--- src/rtl/taillight_pkg.sv ---
// Shared types and constants for the tail-light bar sequencer: states, mode
// codes, lamp patterns and seven-segment glyphs.
package taillight_pkg;

  typedef enum logic [3:0] {
    S_IDLE, S_HAZ_ON, S_HAZ_OFF,
    S_L1, S_L2, S_L3, S_L0,
    S_R1, S_R2, S_R3, S_R0
  } state_t;

  localparam logic [1:0] MODE_IDLE  = 2'b00;
  localparam logic [1:0] MODE_LEFT  = 2'b01;
  localparam logic [1:0] MODE_RIGHT = 2'b10;
  localparam logic [1:0] MODE_HAZ   = 2'b11;

  // Bit 9 is the leftmost lamp.
  localparam logic [9:0] PAT_OFF = 10'b00_0000_0000;
  localparam logic [9:0] PAT_HAZ = 10'b11_1000_0111;
  localparam logic [9:0] PAT_L1  = 10'b00_1000_0000;
  localparam logic [9:0] PAT_L2  = 10'b01_1000_0000;
  localparam logic [9:0] PAT_L3  = 10'b11_1000_0000;
  localparam logic [9:0] PAT_R1  = 10'b00_0000_0100;
  localparam logic [9:0] PAT_R2  = 10'b00_0000_0110;
  localparam logic [9:0] PAT_R3  = 10'b00_0000_0111;
  localparam logic [9:0] BRAKE_MASK = 10'b00_0111_1000;

  localparam logic [7:0] GLYPH_HAZ = 8'h89;
  localparam logic [7:0] GLYPH_L   = 8'hC7;
  localparam logic [7:0] GLYPH_R   = 8'hAF;
  localparam logic [7:0] GLYPH_OFF = 8'hFF;

  function automatic logic [1:0] mode_of(input state_t s);
    case (s)
      S_HAZ_ON, S_HAZ_OFF:     mode_of = MODE_HAZ;
      S_L1, S_L2, S_L3, S_L0:  mode_of = MODE_LEFT;
      S_R1, S_R2, S_R3, S_R0:  mode_of = MODE_RIGHT;
      default:                 mode_of = MODE_IDLE;
    endcase
  endfunction

endpackage

--- src/rtl/step_prescaler.sv ---
// Divides the board clock into a one-cycle step strobe every DIV cycles.
module step_prescaler #(
  parameter int DIV = 16
) (
  input  logic ADC_CLK_10,
  input  logic rst_n,
  input  logic clr,
  output logic tick
);
  localparam int W = (DIV > 1) ? $clog2(DIV) : 1;
  localparam logic [W-1:0] LAST = W'(DIV - 1);

  logic [W-1:0] cnt;

  always_ff @(posedge ADC_CLK_10 or negedge rst_n) begin
    if (!rst_n)            cnt <= '0;
    else if (clr || tick)  cnt <= '0;
    else                   cnt <= cnt + W'(1);
  end

  assign tick = (cnt == LAST);

endmodule

--- src/rtl/taillight_sequencer.sv ---
// Tail-light bar sequencer: arbitrates hazard/left/right requests at each step
// tick, walks the lamp sequence, and overlays a registered brake mask.
module taillight_sequencer
  import taillight_pkg::*;
#(
  parameter int DIV = 16
) (
  input  logic       ADC_CLK_10,
  input  logic       rst_n,
  input  logic       clr,
  input  logic       hazard_req,
  input  logic       left_req,
  input  logic       right_req,
  input  logic       brake_req,
  output logic [9:0] led,
  output logic [7:0] hex0,
  output logic [1:0] mode,
  output logic       busy,
  output logic       tick
);
  state_t     state, state_nxt;
  logic       brake_q;
  logic [1:0] req_mode;
  logic [9:0] pattern;

  step_prescaler #(.DIV(DIV)) u_presc (
    .ADC_CLK_10 (ADC_CLK_10),
    .rst_n      (rst_n),
    .clr        (clr),
    .tick       (tick)
  );

  // Both turn signals at once is treated as a hazard request.
  always_comb begin
    req_mode = MODE_IDLE;
    if (hazard_req || (left_req && right_req)) req_mode = MODE_HAZ;
    else if (left_req)                         req_mode = MODE_LEFT;
    else if (right_req)                        req_mode = MODE_RIGHT;
  end

  always_comb begin
    state_nxt = state;
    if (clr) begin
      state_nxt = S_IDLE;
    end else if (tick) begin
      if (req_mode == MODE_IDLE) begin
        state_nxt = S_IDLE;
      end else if (req_mode != mode) begin
        case (req_mode)
          MODE_HAZ:  state_nxt = S_HAZ_ON;
          MODE_LEFT: state_nxt = S_L1;
          default:   state_nxt = S_R1;
        endcase
      end else begin
        case (state)
          S_HAZ_ON:  state_nxt = S_HAZ_OFF;
          S_HAZ_OFF: state_nxt = S_HAZ_ON;
          S_L1:      state_nxt = S_L2;
          S_L2:      state_nxt = S_L3;
          S_L3:      state_nxt = S_L0;
          S_L0:      state_nxt = S_L1;
          S_R1:      state_nxt = S_R2;
          S_R2:      state_nxt = S_R3;
          S_R3:      state_nxt = S_R0;
          S_R0:      state_nxt = S_R1;
          default:   state_nxt = S_IDLE;
        endcase
      end
    end
  end

  // Brake is sampled every cycle and deliberately survives clr.
  always_ff @(posedge ADC_CLK_10 or negedge rst_n) begin
    if (!rst_n) begin
      state   <= S_IDLE;
      brake_q <= 1'b0;
    end else begin
      state   <= state_nxt;
      brake_q <= brake_req;
    end
  end

  always_comb begin
    pattern = PAT_OFF;
    hex0    = GLYPH_OFF;
    case (state)
      S_HAZ_ON:  begin pattern = PAT_HAZ; hex0 = GLYPH_HAZ; end
      S_HAZ_OFF: hex0 = GLYPH_HAZ;
      S_L1:      begin pattern = PAT_L1; hex0 = GLYPH_L; end
      S_L2:      begin pattern = PAT_L2; hex0 = GLYPH_L; end
      S_L3:      begin pattern = PAT_L3; hex0 = GLYPH_L; end
      S_L0:      hex0 = GLYPH_L;
      S_R1:      begin pattern = PAT_R1; hex0 = GLYPH_R; end
      S_R2:      begin pattern = PAT_R2; hex0 = GLYPH_R; end
      S_R3:      begin pattern = PAT_R3; hex0 = GLYPH_R; end
      S_R0:      hex0 = GLYPH_R;
      default:   ;
    endcase
  end

  assign led  = pattern | (brake_q ? BRAKE_MASK : 10'b0);
  assign mode = mode_of(state);
  assign busy = (state != S_IDLE);

endmodule

--- config.mk ---
export PLATFORM = sky130hd
export DESIGN_NAME = taillight_sequencer
export DESIGN_NICKNAME = d
export VERILOG_FILES = /design/src/rtl/taillight_pkg.sv /design/src/rtl/step_prescaler.sv /design/src/rtl/taillight_sequencer.sv
export SDC_FILE = /design/constraint.sdc
export NUM_CORES = 1
export LEC_CHECK = 0
export ABC_AREA = 0
export CAP_MARGIN = 5
export CORE_ASPECT_RATIO = 0.75
export CORE_MARGIN = 4
export CORE_UTILIZATION = 30
export CTS_CLUSTER_DIAMETER = 200
export CTS_CLUSTER_SIZE = 12
export DETAILED_ROUTE_END_ITERATION = 10
export PLACE_DENSITY = 0.53
export SETUP_SLACK_MARGIN = 0.05
export SLEW_MARGIN = 20
export SYNTH_ARGS = -nofsm -noshare
export SYNTH_HDL_FRONTEND = slang
export SYNTH_SLANG_ARGS = --single-unit
--- constraint.sdc ---
create_clock -name ADC_CLK_10 -period 2.7 [get_ports ADC_CLK_10]
set_input_delay 0.27 -clock ADC_CLK_10 [delete_from_list [all_inputs] [get_ports ADC_CLK_10]]
set_output_delay 0.27 -clock ADC_CLK_10 [all_outputs]
set_load 0.05 [all_outputs]
==> impl_metrics.prom <==
# TYPE chip_impl_metric gauge
chip_impl_info{name="outcome",value="finished, final reports clean"} 1
chip_impl_metric{name="stdcell_area",unit="um^2"} 1250
chip_impl_metric{name="die_x",unit="um"} 71.3
chip_impl_metric{name="totalNegativeSetupSlack",unit="ns"} 0
chip_impl_metric{name="netlist-cell-type-count",unit=""} 38
chip_impl_metric{name="routed_via_density",unit=""} 4.86
chip_impl_metric{name="worst_slew_margin_rel",unit=""} 0.662
chip_impl_metric{name="postSynth.asyncResetShare",unit=""} 1.00
chip_impl_metric{name="seq_area_frac_synth",unit=""} 0.250
chip_impl_info{name="cp-end-kind",value="primary output"} 1
chip_impl_metric{name="cts-buffers-inserted",unit=""} 3
chip_impl_info{name="rr_endpoint",value="state[3]$_DFFE_PN0N_"} 1
chip_impl_metric{name="total_power",unit="uW"} 348
chip_impl_metric{name="drc",unit=""} 0
chip_impl_metric{name="vias",unit=""} 807
chip_impl_metric{name="hpwlAfterDp",unit="mm"} 1.70
chip_impl_metric{name="cell_internal_pwr",unit="uW"} 262
chip_impl_metric{name="clock.fmax",unit="GHz"} 0.400
chip_impl_metric{name="routed_wirelength",unit="mm"} 2.06
chip_impl_metric{name="die_area",unit="um^2"} 3950
chip_impl_metric{name="post_route_cells_drive_above_1_share",unit=""} 0.208
chip_impl_info{name="commonest_register_cell_after_synthesis",value="sky130_fd_sc_hd__dfrtp_1"} 1
chip_impl_metric{name="htree_levels",unit=""} 1
chip_impl_metric{name="max-cap-violations",unit=""} 0
chip_impl_metric{name="start_util",unit=""} 0.328
chip_impl_metric{name="gp_routability_congestion",unit=""} 0.817
chip_impl_metric{name="global_route.overflow_total",unit=""} 0
chip_impl_metric{name="avgRoutedWirePerCell",unit="um"} 12.4
chip_impl_metric{name="ioPinCount",unit=""} 29
chip_impl_info{name="crit_path_start_kind",value="flop"} 1
chip_impl_metric{name="worst-r2r-cell-count",unit=""} 7
chip_impl_info{name="tritoncts_clock_tree",value="done"} 1
chip_impl_metric{name="worst-endpoint-required",unit="ns"} 2.43
chip_impl_metric{name="syn2layout_area_growth",unit="%"} 39.0
chip_impl_metric{name="whs",unit="ns"} 0.327
chip_impl_info{name="min-delay-path-class",value="in2async"} 1
chip_impl_metric{name="antenna_violations_before_repair",unit=""} 0
chip_impl_info{name="timing.critical_path.to",value="hex0[3]"} 1
chip_impl_metric{name="synthesis.area",unit="um^2"} 901
chip_impl_info{name="cts_root_buffer",value="sky130_fd_sc_hd__clkbuf_8"} 1
chip_impl_metric{name="worst_slew_pin_slew",unit="ns"} 0.507
chip_impl_metric{name="clock_skew",unit="ns"} 0.000320
chip_impl_metric{name="detail_route.iter0.violations",unit=""} 19
chip_impl_metric{name="grt_pass1_wl",unit="mm"} 3.54
chip_impl_metric{name="grt_max_degree",unit=""} 16
chip_impl_metric{name="peakVddDrop",unit="V"} 0.000201
chip_impl_metric{name="yosysTopAreaCellShare",unit=""} 0.250
chip_impl_metric{name="clock_path_buffers",unit=""} 2
chip_impl_metric{name="place_area",unit="um^2"} 1190
chip_impl_info{name="worstSetupStartpoint",value="state[0]$_DFFE_PN0N_"} 1
chip_impl_metric{name="layout_min_cycle_time",unit="ns"} 2.50
chip_impl_metric{name="setup_violations",unit=""} 0
chip_impl_metric{name="leakage",unit="nW"} 0.580
chip_impl_metric{name="design.core.area",unit="um^2"} 2740
chip_impl_metric{name="p_comb_frac",unit=""} 0.146
chip_impl_metric{name="timing.final.max_slew_violations",unit=""} 0
chip_impl_metric{name="switchingPower",unit="uW"} 85.3
chip_impl_metric{name="yosysWarnings",unit=""} 0
chip_impl_info{name="worst_r2r_startpoint",value="state[0]$_DFFE_PN0N_"} 1
chip_impl_info{name="yosys-top-cells-area",value="sky130_fd_sc_hd__dfrtp_1 (25%), sky130_fd_sc_hd__ha_1 (13%), sky130_fd_sc_hd__buf_4 (7.5%)"} 1
chip_impl_metric{name="clock_power_share",unit=""} 0.442
chip_impl_metric{name="cts_num_sinks",unit=""} 9
chip_impl_info{name="synth_top_area_cell",value="sky130_fd_sc_hd__dfrtp_1"} 1
chip_impl_metric{name="detail_route.first_pass.iterations",unit=""} 4
chip_impl_metric{name="netSwitchingFraction",unit=""} 0.245
chip_impl_metric{name="nNetsFinal",unit=""} 147
chip_impl_metric{name="row_count",unit=""} 16
chip_impl_metric{name="synth-seq-cells",unit=""} 9
chip_impl_metric{name="clk-insertion-delay-late",unit="ns"} 0.23
chip_impl_metric{name="sequentialPowerShare",unit=""} 0.412
chip_impl_metric{name="worst-r2r-setup-slack",unit="ns"} 0.64
chip_impl_metric{name="fill_cells",unit=""} 264
chip_impl_metric{name="crit_path_max_fanout",unit=""} 7
chip_impl_metric{name="timing.final.crit_share",unit=""} 0.926
chip_impl_info{name="setup_repair_after_global_routing_missed_its_margin",value="no"} 1
chip_impl_metric{name="report.final.hold_viol_count",unit=""} 0
chip_impl_metric{name="antenna_left",unit=""} 0
chip_impl_metric{name="grt_pass1_vias",unit=""} 748
chip_impl_metric{name="die-height",unit="um"} 55.5
chip_impl_metric{name="port_buffers",unit=""} 26
chip_impl_metric{name="post_synth.cell_area_avg",unit="um^2"} 8.50
chip_impl_metric{name="cells_after_synth",unit=""} 106
chip_impl_metric{name="grt_util_all_layers",unit=""} 0.109
chip_impl_metric{name="antenna_cells_inserted",unit=""} 0
chip_impl_info{name="setup_crit_path_kind",value="reg2out"} 1
chip_impl_metric{name="number_of_synthesized_flops_with_an_enable_pin",unit=""} 0
chip_impl_metric{name="powerDensity",unit="nW/um^2"} 278
chip_impl_metric{name="worst_setup_hold_path_clk_slew",unit="ns"} 0.04
chip_impl_metric{name="arrival",unit="ns"} 2.23
-- layout by cell type (no fill, tap or decap), types with 3 or more instances in the layout --
cell,n
sky130_fd_sc_hd__clkdlybuf4s50_1,14
sky130_fd_sc_hd__ha_1,9
sky130_fd_sc_hd__inv_1,3
sky130_fd_sc_hd__o21ai_0,6
sky130_fd_sc_hd__dfrtp_1,9
sky130_fd_sc_hd__nor2_1,12
sky130_fd_sc_hd__nand2_1,8
sky130_fd_sc_hd__nor3_1,4
sky130_fd_sc_hd__xnor2_1,3
sky130_fd_sc_hd__dlymetal6s2s_1,3
sky130_fd_sc_hd__nand3_1,3
sky130_fd_sc_hd__buf_4,8
sky130_fd_sc_hd__clkbuf_8,3
sky130_fd_sc_hd__a21oi_1,4
sky130_fd_sc_hd__buf_12,3
sky130_fd_sc_hd__nand2b_1,3
-- synthesized netlist by cell type, drive strengths merged (2+ instances only) --
cell type / number
a21o: 2
buf: 9
nand3: 5
nor2b: 3
or2: 2
nand2: 8
ha: 9
o31ai: 2
nand2b: 3
nor3: 4
xnor2: 4
a211oi: 2
and2: 2
inv: 3
dfrtp: 9
o21ai: 6
a21oi: 4
nor2: 14
-- area by class of cell --
class / count / area, um^2 / area share
multi-input combinational: 85 / 619 / 0.495
timing repair buffer: 29 / 307 / 0.245
inverter: 3 / 11.3 / 0.00899
tap: 36 / 45.0 / 0.0360
sequential: 9 / 225 / 0.180
clock buffer: 4 / 45.0 / 0.0360
-- per-layer routing --
metal  part of all wire  track usage
met1               0.57        0.173
met2               0.38        0.137
met3              0.043       0.0344
met4             0.0058       0.0241
met5                  0            0
-- registers in the layout, indices dropped and copies added, names as in the netlist --
register / cells
state: 4
brake_q: 1
u_presc.cnt: 4
-- what timing repair did --
| item | 4_1_cts | 5_1_grt |
|---|---|---|
| setup buffers | 0 | 0 |
| setup endpoints to repair | 1 | 6 |
| pin swaps | 0 | 0 |
| endpoints found under the hold margin | 0 | 0 |
| resized for setup | 1 | 4 |
| hold buffers | 0 | 0 |
-- worst min-delay path by stage --
stage	start	end	slack (ns)	depth (start not counted)
6_report	rst_n	u_presc.cnt[0]$_DFF_PN0_	0.33	1
5_1_grt	rst_n	u_presc.cnt[0]$_DFF_PN0_	0.36	1
4_1_cts	rst_n	state[2]$_DFFE_PN0N_	0.34	1
3_5_place_dp	u_presc.cnt[0]$_DFF_PN0_	u_presc.cnt[0]$_DFF_PN0_	0.46	1
3_3_place_gp	u_presc.cnt[0]$_DFF_PN0_	u_presc.cnt[0]$_DFF_PN0_	0.45	1
2_1_floorplan	rst_n	brake_q$_DFF_PN0_	-0.03	0
-- cell families after synthesis --
group,count (synthesis),share of synthesized area
flip-flops,9,0.250
multiplexers,2,0.0278
adder cells (fa/ha/maj),9,0.125
other,1,0.00416
buffers and inverters,13,0.0917
AO/OA/AOI/OAI,23,0.194
XOR/XNOR,5,0.0570
AND/OR/NAND/NOR,44,0.250
-- power by group through the flow --
stage / sequential [mW] / clock (mW) / combinational [mW]
finish: 0.143 / 0.154 / 0.0508
global route: 0.144 / 0.169 / 0.0553
CTS: 0.143 / 0.160 / 0.0514
detailed placement: 0.145 / 0 / 0.0511
global placement: 0.145 / 0 / 0.0512
floorplan: 0.145 / 0 / 0.0366
-- worst max-delay path: stages, from the launching register on --
cell and delay (ns):
sky130_fd_sc_hd__dfrtp_1 0.48, sky130_fd_sc_hd__inv_1 0.15, sky130_fd_sc_hd__ha_1 0.29, sky130_fd_sc_hd__nor4b_2 0.33, sky130_fd_sc_hd__nor3_1 0.14, sky130_fd_sc_hd__o32a_1 0.33, sky130_fd_sc_hd__nand3_1 0.13, sky130_fd_sc_hd__buf_12 0.15
-- stage by stage --
step / cells / setup slack [ns] / util
after floorplan: 107 / 0.0892 / -
after global placement: 162 / 0.293 / 0.436
after detailed placement: 162 / 0.233 / 0.436
after CTS: 166 / 0.0617 / 0.452
after global routing: 166 / 0.0817 / 0.457
final: 166 / 0.200 / 0.457
Power figures use the tool's default switching activity.
